## config.mk

```make
export PLATFORM = sky130hd
export DESIGN_NAME = addsub_seq
export DESIGN_NICKNAME = d
export VERILOG_FILES = /design/src/rtl/addsub_seq.sv
export SDC_FILE = /design/constraint.sdc
export NUM_CORES = 1
export LEC_CHECK = 0
export CAP_MARGIN = 20
export CORE_ASPECT_RATIO = 1.25
export CORE_MARGIN = 4
export CORE_UTILIZATION = 55
export DETAILED_ROUTE_END_ITERATION = 8
export PLACE_DENSITY_LB_ADDON = 0.3
export SLEW_MARGIN = 20
export SYNTH_ARGS = -nofsm -noshare
export SYNTH_HDL_FRONTEND = slang
export SYNTH_SLANG_ARGS = --single-unit
```

## constraint.sdc

```tcl
create_clock -name clk -period 7.1 [get_ports clk]
set_clock_uncertainty 0.1 [all_clocks]
set_input_delay 1.775 -clock clk [delete_from_list [all_inputs] [get_ports clk]]
set_output_delay 1.775 -clock clk [all_outputs]
set_load 0.02 [all_outputs]
```

## src/rtl/addsub_seq.sv

```systemverilog
// addsub_seq: multi-word add/subtract sequencer.
// One N-bit add/sub slice is reused once per cycle, least significant word
// first, with the carry chained through a register. A full WORDS*N-bit
// operation takes WORDS cycles in RUN plus one DONE cycle.
//
// Optional build macro: ADDSEQ_OVF_EN
//   defined   -> signed overflow flag computed on the final word
//   undefined -> no overflow logic, ovf tied to 0
//
// Handshake: start is sampled on a rising edge only while busy=0 (IDLE or
// DONE); the edge that samples it also captures op_sub, a_in and b_in, which
// may change freely afterwards. start while busy=1 is dropped, not queued.
// done pulses high for exactly one cycle when result/cout/ovf become valid;
// they then hold until the next accepted start.
module addsub_seq #(
    parameter int N     = 32,
    parameter int WORDS = 4
) (
    input  logic                 clk,
    input  logic                 rst,
    input  logic                 start,
    input  logic                 op_sub,
    input  logic [N*WORDS-1:0]   a_in,
    input  logic [N*WORDS-1:0]   b_in,
    output logic                 busy,
    output logic                 done,
    output logic [N*WORDS-1:0]   result,
    output logic                 cout,
    output logic                 ovf
);

    localparam int W  = N * WORDS;
    localparam int IW = (WORDS > 1) ? $clog2(WORDS) : 1;

    typedef enum logic [1:0] {
        IDLE = 2'd0,
        RUN  = 2'd1,
        DONE = 2'd2
    } state_t;

    state_t         state;
    state_t         state_next;

    logic [W-1:0]   a_reg;
    logic [W-1:0]   b_reg;
    logic           op_reg;
    logic           carry;
    logic [IW-1:0]  idx;

    logic [N-1:0]   a_w;
    logic [N-1:0]   b_w;
    logic [N-1:0]   b_eff;
    logic [N:0]     s;
    logic           last_word;
    logic           accept;

    // Select the operand words addressed by the current index
    always_comb begin
        a_w = '0;
        b_w = '0;
        for (int w = 0; w < WORDS; w++) begin
            if (idx == IW'(w)) begin
                a_w = a_reg[w*N +: N];
                b_w = b_reg[w*N +: N];
            end
        end
    end

    // The shared slice: subtract is A + ~B with the +1 arriving as the
    // initial carry loaded at accept time
    always_comb begin
        b_eff     = b_w ^ {N{op_reg}};
        s         = {1'b0, a_w} + {1'b0, b_eff} + {{N{1'b0}}, carry};
        last_word = (idx == IW'(WORDS - 1));
        accept    = start && ((state == IDLE) || (state == DONE));
    end

    // FSM state register
    always_ff @(posedge clk) begin
        if (rst) begin
            state <= IDLE;
        end else begin
            state <= state_next;
        end
    end

    // FSM next-state logic
    always_comb begin
        state_next = state;
        case (state)
            IDLE:    state_next = start ? RUN : IDLE;
            RUN:     state_next = last_word ? DONE : RUN;
            DONE:    state_next = start ? RUN : IDLE;
            default: state_next = IDLE;
        endcase
    end

    // FSM outputs decoded straight from state
    always_comb begin
        busy = (state == RUN);
        done = (state == DONE);
    end

    // Datapath: capture operands on accept, then one word per RUN cycle;
    // the index wraps to 0 on the last word so it never leaves 0..WORDS-1
    always_ff @(posedge clk) begin
        if (rst) begin
            a_reg  <= '0;
            b_reg  <= '0;
            op_reg <= 1'b0;
            carry  <= 1'b0;
            idx    <= '0;
            result <= '0;
            cout   <= 1'b0;
        end else if (accept) begin
            a_reg  <= a_in;
            b_reg  <= b_in;
            op_reg <= op_sub;
            carry  <= op_sub;
            idx    <= '0;
        end else if (state == RUN) begin
            for (int w = 0; w < WORDS; w++) begin
                if (idx == IW'(w)) begin
                    result[w*N +: N] <= s[N-1:0];
                end
            end
            carry <= s[N];
            if (last_word) begin
                cout <= s[N];
                idx  <= '0;
            end else begin
                idx  <= idx + IW'(1);
            end
        end
    end

`ifdef ADDSEQ_OVF_EN
    // Signed overflow: operands share a sign that the top result bit lacks
    always_ff @(posedge clk) begin
        if (rst) begin
            ovf <= 1'b0;
        end else if ((state == RUN) && last_word) begin
            ovf <= (a_w[N-1] == b_eff[N-1]) && (s[N-1] != a_w[N-1]);
        end
    end
`else
    assign ovf = 1'b0;
`endif

endmodule

```

==> Yosys cells after proc, flatten, opt, wreduce, memory -nomap -nowiden <==
Index checks and enable logic that the tools add are counted.
{ "totals": {"out_inout_bits": 132, "ram_bits": 0, "register_bits": 391, "wordCells": 46, "rom_bits": 0, "latch_bits": 0, "in_bits": 260, "memories": 0} }
{ "classes": {"magnitude_cmp": 0, "reduce_logical": 11, "mux": 14, "n_addsub": 3, "eq_ne": 5, "n_mul": 0, "bitwise": 2, "div": 0, "shifts": 0} }
{ "op_table": {"columns": ["op", "n"], "rows": [
  ["$mux W32", 8],
  ["$add A32 B32 Y33", 1],
  ["$add A33 B1 Y33", 1],
  ["$xor A32 B32 Y32", 1],
  ["$reduce_and A3 Y1", 4],
  ["$eq A2 B2 Y1 const B", 3],
  ["$eq A2 B1 Y1 const B", 2],
  ["$logic_not A2 Y1", 2],
  ["$mux W2", 2],
  ["$pmux W2 S2", 1],
  ["$reduce_or A2 Y1", 2],
  ["$mux W1", 3],
  ["$add A2 B1 Y2 const B", 1],
  ["$reduce_bool A2 Y1", 1],
  ["$logic_and A1 B1 Y1", 1],
  ["$logic_or A1 B1 Y1", 1],
  ["$not A1 Y1", 1]
]} }

==> Depth between registers and ports, before layout <==
Gate-level depths: netlist of the first run.
{ "depth": {"ltp_word": 10, "mapped_depth": 20, "mapped_depth_nobuf": 19} }

==> Worst setup path before layout of the first run <==
No wires, ideal clock.
{ "synth_timing": {"path_type": "flip-flop to flip-flop", "from": "reg idx[1]", "to": "reg result[124]", "path_buffers": 2, "period_less_slack_ns": 4.047, "setup_ns": 0.060, "slack_ns": 3.053, "t_required_ns": 6.940, "path_stages_with_launch": 21, "arrival_ns": 3.887, "cell_sequence": "dfxtp_1 -> inv_1 -> ha_1 -> clkbuf_1 -> buf_1 -> nor2_1 -> a21oi_1 -> nor2_1 -> a21oi_1 -> o21ai_0 -> xnor2_1 -> fa_1 -> inv_1 -> fa_1 -> a211oi_1 -> o21ai_0 -> nand2_1 -> a31oi_1 -> nor4_1 -> a311oi_1 -> a22o_1"} }
{ "synth_via": {"elab_chain_cells": 8, "word_cells_on_any_way": 16, "cone_classes": "add/sub (2); eq/ne (3); mux (8); bitwise (1); reduce/logical (2)"} }
{ "synth_rtl": {"columns": ["element", "line", "source"], "rows": [
  ["from (decl)", "48", "logic [IW-1:0] idx;"],
  ["from (signal assigned)", "132", "idx <= idx + IW'(1);"],
  ["$logic_not A2 Y1", "62", "if (idx == IW'(w)) begin"],
  ["$mux W32 (4 in a row)", "62", null],
  ["$xor A32 B32 Y32", "72", "b_eff = b_w ^ {N{op_reg}};"],
  ["$add A32 B32 Y33", "73", "s = {1'b0, a_w} + {1'b0, b_eff} + {{N{1'b0}}, carry};"],
  ["$add A33 B1 Y33", "73", null],
  ["to (signal, indexed assignment)", "124", "result[w*N +: N] <= s[N-1:0];"],
  ["to (decl)", "27", "output logic [N*WORDS-1:0] result,"]
]} }
Parallel ways exist; a longest one is shown, timed or not.
A chain may end at the register's enable or synchronous reset.

==> Worst setup path after layout of the first run <==
{ "layout_timing": {"from": "reg idx[0]", "to": "reg result[124]"} }
Same word-level chain as after synthesis.

==> flow_summary.yaml, run 1 <==
place:
  port-buffer-count: 390
  finalWeightedCongestion: 0.9544
  place_hpwl_um: 44720
  postPlaceCellArea_um2: 21900
logic_synthesis:
  share_of_synthesized_area_occupied_by_flip_flops_and_latches: 0.4350
  synth.area.top_cells: "sky130_fd_sc_hd__dfxtp_1 (44%), sky130_fd_sc_hd__nand2_1 (16%), sky130_fd_sc_hd__a21oi_1 (13%)"
  yosys.cell_count.top_type: "sky130_fd_sc_hd__nand2_1"
  ys_async_sr_fraction: 0
  area_leader_netlist: "sky130_fd_sc_hd__dfxtp_1"
  ys_types: 54
  synth_cells: 2510
  most_instantiated_cells_after_synthesis: "sky130_fd_sc_hd__nand2_1 (776), sky130_fd_sc_hd__a21oi_1 (472), sky130_fd_sc_hd__dfxtp_1 (391)"
  syn-mean-instance-area_um2: 7.168
  yosys_warnings: 0
  yosys_register_bits: 391
  yosys_most_used_dff: "sky130_fd_sc_hd__dfxtp_1"
  synth-edff-count: 0
  synth_fp_nets: 2807
  netlist_area_um2: 17990
  synth.top_cell.area_share: 0.4350
route:
  routed-via-count: 18500
  router_iterations_before_antenna_repair: 6
  drt_drc_violations_left: 0
  overall_routed_net_length_um: 61400
  final_antenna_net_count: 0
  routed_via_density: 5.763
  routed_wire_length_per_instance_um: 19.13
  dr.first_iter.drc_count: 2058
clock_network:
  cts_setup_buffers: 0
  tritoncts_num_sinks: 391
  number_of_cts_inserted_buffers: 38
  cts.path.max_buffers: 3
  clkSlewWorstSetupHoldPaths_ps: 70
  htreeDepth: 2
  cts_tree: "yes"
  postCtsHoldBufs: 0
  cts_root_buffer_type: "sky130_fd_sc_hd__clkbuf_16"
  clk_latency_ps: 550
  post_cts_resized: 0
power:
  power.net_switching_mw: 1.540
  power_leakage_nw: 8.833
  power_density_nw_per_um2: 235.7
  internal_power_mw: 3.956
  pwr-share-seq: 0.431
  netSwitchingFraction: 0.2802
  power_frac_comb: 0.172
  worst_ir_drop_vdd_mv: 0.2102
  share_clk_of_total_power: 0.397
  report.power.total_mw: 5.496
floorplanning:
  floorplan.die.height_um: 210.2
  start_util: 0.5612
  core.rowCount: 73
  num_io_pins: 392
  design.core.area_um2: 32060
  dieArea_um2: 35690
  die_w_um: 169.8
job:
  timing.max_cap.violations: 0
sta:
  final-hold-violation-count: 0
  max_freq_mhz: 186.6
  min_period_over_period: 0.7549
  max-slew-margin-rel: 0.2693
  timing_max_transition_violations_final: 0
  grt_setup_unrepaired: "no"
  worstMarginPinSlew_ps: 1096
  fin_crit_ps: 5360
  finalSetupViolations: 0
  setup_tns_ps: 0
worst_hold_path:
  hold_path.class: "reg2reg"
worst_setup_path:
  worst_r2r_endpoint: "result[124]"
  critical_path_buf_inv_count: 3
  cp-startpoint: "idx[0]"
  cp_peak_stage_delay_ps: 570
  crit_path_end: "result[124]"
  cp_data_required_time_ps: 7490
  timing.reg2reg.worst_path_depth: 20
  cells_along_the_critical_path: "inv_1, ha_2, buf_4, nand2_1, nor2_1, a21oi_1, nor2_1, a21oi_1, nor2_1, a21oi_1, fa_1, inv_1, fa_1, a211oi_1, o21ai_0, nand2_1, a31oi_1, nor4_1, a311oi_1, a22o_1"
  cp-start-kind: "flip-flop"
  worst_path_dominant_cell_family: "compound AO/OA/AOI/OAI gates"
  cp_num_cells: 20
  worstSetupEndpointType: "flip-flop"
  timing.reg2reg.setup_slack_ps: 1740
  timing.critical_path.fanout_max: 38
  cp.arrival_ps: 5750
  crit_path_top_delay_cell: "sky130_fd_sc_hd__ha_2"
  timing_worst_setup_path_type: "reg2reg"
  worst_r2r_startpoint: "idx[0]"
global_routing:
  grt_start_max_net_pins: 260
  wire_length_of_the_first_global_routing_pass_um: 93940
  first_global_vias: 17400
  grt.overflow.total: 0
  grt_usage: 0.3258
  initial_antenna_violation_count: 1
run_status:
  run_status: "completed"
finish:
  nNetsFinal: 3063
  final_cell_area_um2: 23310
  layout-drive-gt1-share: 0.03577
  areaGrowthSynthToFinish_pct: 29.58
## placed cells by master, fill, tap and decap left out, types with 12 or more instances in the layout
master	synthesis	final
sky130_fd_sc_hd__nand2_1	776	776
sky130_fd_sc_hd__nor3_1	21	21
sky130_fd_sc_hd__buf_4	1	17
sky130_fd_sc_hd__o21a_1	12	12
sky130_fd_sc_hd__nand3b_1	33	33
sky130_fd_sc_hd__a21oi_1	472	472
sky130_fd_sc_hd__nand4_1	13	13
sky130_fd_sc_hd__nor2_1	193	193
sky130_fd_sc_hd__inv_1	17	17
sky130_fd_sc_hd__a21o_1	12	12
sky130_fd_sc_hd__xor2_1	35	35
sky130_fd_sc_hd__o21ai_0	110	110
sky130_fd_sc_hd__ha_1	35	31
sky130_fd_sc_hd__clkdlybuf4s50_1	0	389
sky130_fd_sc_hd__clkbuf_16	0	39
sky130_fd_sc_hd__xnor2_1	13	13
sky130_fd_sc_hd__dfxtp_1	391	390
sky130_fd_sc_hd__a211oi_1	30	30
sky130_fd_sc_hd__o211ai_1	13	13
sky130_fd_sc_hd__nand3_1	23	23
## power groups by stage
stage | clock network (mW) | logic [mW] | registers [mW]
after global routing | 2.28 | 1.02 | 2.38
after CTS | 2.19 | 0.932 | 2.37
after global placement | 0 | 0.913 | 2.41
final | 2.18 | 0.946 | 2.37
after floorplan | 0 | 0.513 | 2.42
after detailed placement | 0 | 0.925 | 2.42
## cell families after synthesis
logic type / after synthesis / synth area share
and+or+nand+nor: 1107 / 0.2501
AOI/OAI and AO/OA: 709 / 0.2173
DFF: 391 / 0.4350
buffers and inverters: 212 / 0.04458
xor gates and xnor gates: 48 / 0.02337
adders and majority gates: 37 / 0.02656
muxes: 5 / 0.002782
other: 1 / 0.0002084
## worst min path at each step
stage                     startpoint    endpoint  cells past startpoint
after global routing       b_reg[92]   b_reg[92]                      2
after floorplan             a_reg[0]    a_reg[0]                      2
after CTS                  a_reg[62]   a_reg[62]                      2
after global placement     b_reg[73]   b_reg[73]                      2
after detailed placement   b_reg[41]   b_reg[41]                      2
final                     result[12]  result[12]                      2
## stage by stage
step	utilization	setup slack, ps	hold slack (ps)	instances
2_1_floorplan	-	3053	336.6	2510
3_3_place_gp	0.6832	1922	342.1	3136
3_5_place_dp	0.6832	1757	346.7	3136
4_1_cts	0.7254	1735	355.1	3206
5_1_grt	0.7272	1342	368.4	3209
6_report	0.7272	1740	353.7	3209
## area by class of cell
type | instances | area, um^2
Antenna cell | 1 | 2.502
Clock buffer | 53 | 1109
Tap cell | 412 | 515.5
Inverter | 17 | 63.81
Timing Repair Buffer | 411 | 4131
Sequential cell | 391 | 7829
Clock inverter | 17 | 245.2
Multi-Input combinational cell | 1907 | 9418
Fill cell | 2497 | 8746
## tightest hold or removal path, stage by stage (launching register included)
cell                      delay [ps]
sky130_fd_sc_hd__dfxtp_1         310
sky130_fd_sc_hd__nand2_1          50
sky130_fd_sc_hd__a21oi_1          50
## routing by layer
metal	up-vias	GRT usage	routed length, um
li1	8926	-	-
met1	8604	0.4211	24720
met2	807	0.5530	29890
met3	158	0.03545	3897
met4	0	0.1397	2894
met5	-	0	0
No activity file was read; power rests on OpenSTA's default activity.
==> run 2: changes to the inputs <==
- CORE_UTILIZATION: 55 -> 51
- clock period: 7.1 -> 5.4 ns (I/O delays scaled with it)
==> run 2 against run 1 <==
Sequential share of layout area is 0.17 points lower. Global-route usage is 2.7 points lower. Combinational power is 30% higher. Critical path depth is 6 lower. Clock power is 28% higher. Fmax is 7.6% higher. Largest power group unchanged.
==> flow_summary.yaml, run 2 (synthesis gave the netlist of run 1 again) <==
clock_network:
  cts_root_buffer_type: "sky130_fd_sc_hd__clkbuf_16"
  number_of_cts_inserted_buffers: 38
  postCtsHoldBufs: 0
  htreeDepth: 2
  clkSlewWorstSetupHoldPaths_ps: 60
  tritoncts_num_sinks: 391
  clk_latency_ps: 540
  cts.path.max_buffers: 3
  cts_tree: "yes"
run_status:
  run_status: "completed"
sta:
  worstMarginPinSlew_ps: 1057
  max_freq_mhz: 200.8
  final-hold-violation-count: 0
  fin_crit_ps: 4980
  min_period_over_period: 0.9221
  postLayoutSetupSlackWorst_ps: 420.4
  setup_tns_ps: 0
  max-slew-margin-rel: 0.2953
  timing_max_transition_violations_final: 0
  grt_setup_unrepaired: "no"
  finalSetupViolations: 0
worst_setup_path:
  cells_along_the_critical_path: "inv_1, ha_4, buf_4, a21oi_1, o21ai_0, xor2_1, ha_1, a21oi_1, o21a_1, o21ai_0, nand2_1, o211ai_1, or2_2, o311ai_0"
  worst_r2r_startpoint: "idx[0]"
  cp_num_cells: 14
  timing.reg2reg.setup_slack_ps: 420
  timing_worst_setup_path_type: "reg2reg"
  cp-startpoint: "idx[0]"
  worstSetupEndpointType: "flip-flop"
  crit_path_end: "result[31]"
  cp_data_required_time_ps: 5700
  timing.reg2reg.worst_path_depth: 14
  cp-start-kind: "flip-flop"
  crit_path_top_delay_cell: "sky130_fd_sc_hd__ha_4"
  worst_path_dominant_cell_family: "compound AO/OA/AOI/OAI gates"
  cp_peak_stage_delay_ps: 670
  cp.arrival_ps: 5280
  timing.critical_path.fanout_max: 69
  worst_r2r_endpoint: "result[31]"
  critical_path_buf_inv_count: 2
place:
  port-buffer-count: 390
  postPlaceCellArea_um2: 22070
  post-place-ws_ps: 500.3
  instance_count_after_placement_with_tap_cells_included: 3200
  finalWeightedCongestion: 0.9513
  place_hpwl_um: 44710
finish:
  nNetsFinal: 3071
  final-instance-count-excl-fill: 3271
  final_common_cell: "sky130_fd_sc_hd__nand2_1"
  final_cell_area_um2: 23430
  most-common-layout-cells: "sky130_fd_sc_hd__nand2_1 (776), sky130_fd_sc_hd__a21oi_1 (472), sky130_fd_sc_hd__dfxtp_1 (390), sky130_fd_sc_hd__clkdlybuf4s50_1 (389), sky130_fd_sc_hd__nor2_1 (193)"
  filler_cell_count: 2967
  postLayoutCoreUtil: 0.6770
  areaGrowthSynthToFinish_pct: 30.24
  layout-drive-gt1-share: 0.03783
route:
  drt_drc_violations_left: 0
  routed_via_density: 5.551
  routed_wire_length_per_instance_um: 18.49
  overall_routed_net_length_um: 60480
  router_iterations_before_antenna_repair: 6
  routed-via-count: 18160
  final_antenna_net_count: 0
  dr.first_iter.drc_count: 1619
floorplanning:
  start_util: 0.5198
  num_io_pins: 392
  design.core.area_um2: 34610
  core.rowCount: 76
  die_w_um: 176.0
  floorplan.die.height_um: 218.0
  dieArea_um2: 38370
global_routing:
  grt_usage: 0.2989
  wire_length_of_the_first_global_routing_pass_um: 92160
  grt.overflow.total: 0
  first_global_vias: 17210
  grt_start_max_net_pins: 199
  initial_antenna_violation_count: 3
job:
  timing.max_cap.violations: 0
worst_hold_path:
  hold_path.class: "reg2reg"
power:
  worst_ir_drop_vdd_mv: 0.1987
  power_leakage_nw: 8.857
  power_density_nw_per_um2: 304.4
run 2: changes by cell type in the layout (fill, tap and decap cells not counted):
cell and delta:
sky130_fd_sc_hd__clkinv_8 -2, sky130_fd_sc_hd__clkbuf_1 +1, sky130_fd_sc_hd__a311oi_2 +1, sky130_fd_sc_hd__bufinv_16 -1, sky130_fd_sc_hd__clkbuf_8 +1, sky130_fd_sc_hd__inv_6 -1
sky130_fd_sc_hd__buf_4 +5, sky130_fd_sc_hd__buf_12 +3, sky130_fd_sc_hd__a311oi_1 -1
run 2: per-layer routing:
| metal | global-route usage | up-vias | wire length, um |
|---|---|---|---|
| met5 | 0 | - | 27 |
| met4 | 0.1368 | 4 | 3008 |
| met3 | 0.04127 | 132 | 3742 |
| met2 | 0.5097 | 714 | 29110 |
| met1 | 0.3757 | 8376 | 24590 |
| li1 | - | 8930 | - |
run 2: repair_timing:
item | in CTS | in global routing
setup buffers | 0 | 0
gates resized for setup | 0 | 1
setup endpoints to repair | 0 | 4
endpoints found under the hold margin | 0 | 0
run 2: cell type report:
class / instances / area [um^2] / share of cell area
Antenna cell: 1 / 2.502 / 0.0001068
Clock buffer: 55 / 1126 / 0.04805
Clock inverter: 13 / 173.9 / 0.007422
Inverter: 17 / 63.81 / 0.002723
Multi-Input combinational cell: 1907 / 9424 / 0.4022
Sequential cell: 391 / 7829 / 0.3341
Tap cell: 468 / 585.6 / 0.02499
Timing Repair Buffer: 419 / 4229 / 0.1805
run 2: stage by stage:
| stage | hold slack [ps] | total power, mW |
|---|---|---|
| after floorplan | 336.6 | 3.851 |
| after global placement | 342.1 | 4.363 |
| after detailed placement | 346.1 | 4.388 |
| after CTS | 354.9 | 7.130 |
| after global routing | 370.3 | 7.384 |
| final | 355.2 | 7.134 |
run 2: power by group:
part	internal [mW]	switching (mW)
Combinational	0.486	0.749
Clock	1.64	1.14
Sequential	3.03	0.0861
run 2: worst register-to-register path, cell delays in order (launching register included):
cell,delay [ps]
sky130_fd_sc_hd__dfxtp_1,370
sky130_fd_sc_hd__inv_1,180
sky130_fd_sc_hd__ha_4,670
sky130_fd_sc_hd__buf_4,380
sky130_fd_sc_hd__a21oi_1,100
sky130_fd_sc_hd__o21ai_0,520
sky130_fd_sc_hd__xor2_1,170
sky130_fd_sc_hd__ha_1,420
sky130_fd_sc_hd__a21oi_1,260
sky130_fd_sc_hd__o21a_1,380
sky130_fd_sc_hd__o21ai_0,200
sky130_fd_sc_hd__nand2_1,110
sky130_fd_sc_hd__o211ai_1,180
sky130_fd_sc_hd__or2_2,380
sky130_fd_sc_hd__o311ai_0,410
run 2: worst min path at each step:
stage	start	endpoint	slack, ps	depth (start not counted)
floorplan	a_reg[0]	a_reg[0]	340	2
global placement	b_reg[95]	b_reg[95]	340	2
detailed placement	result[14]	result[14]	350	2
CTS	result[14]	result[14]	350	2
global route	a_reg[69]	a_reg[69]	370	2
finish	b_reg[13]	b_reg[13]	360	2
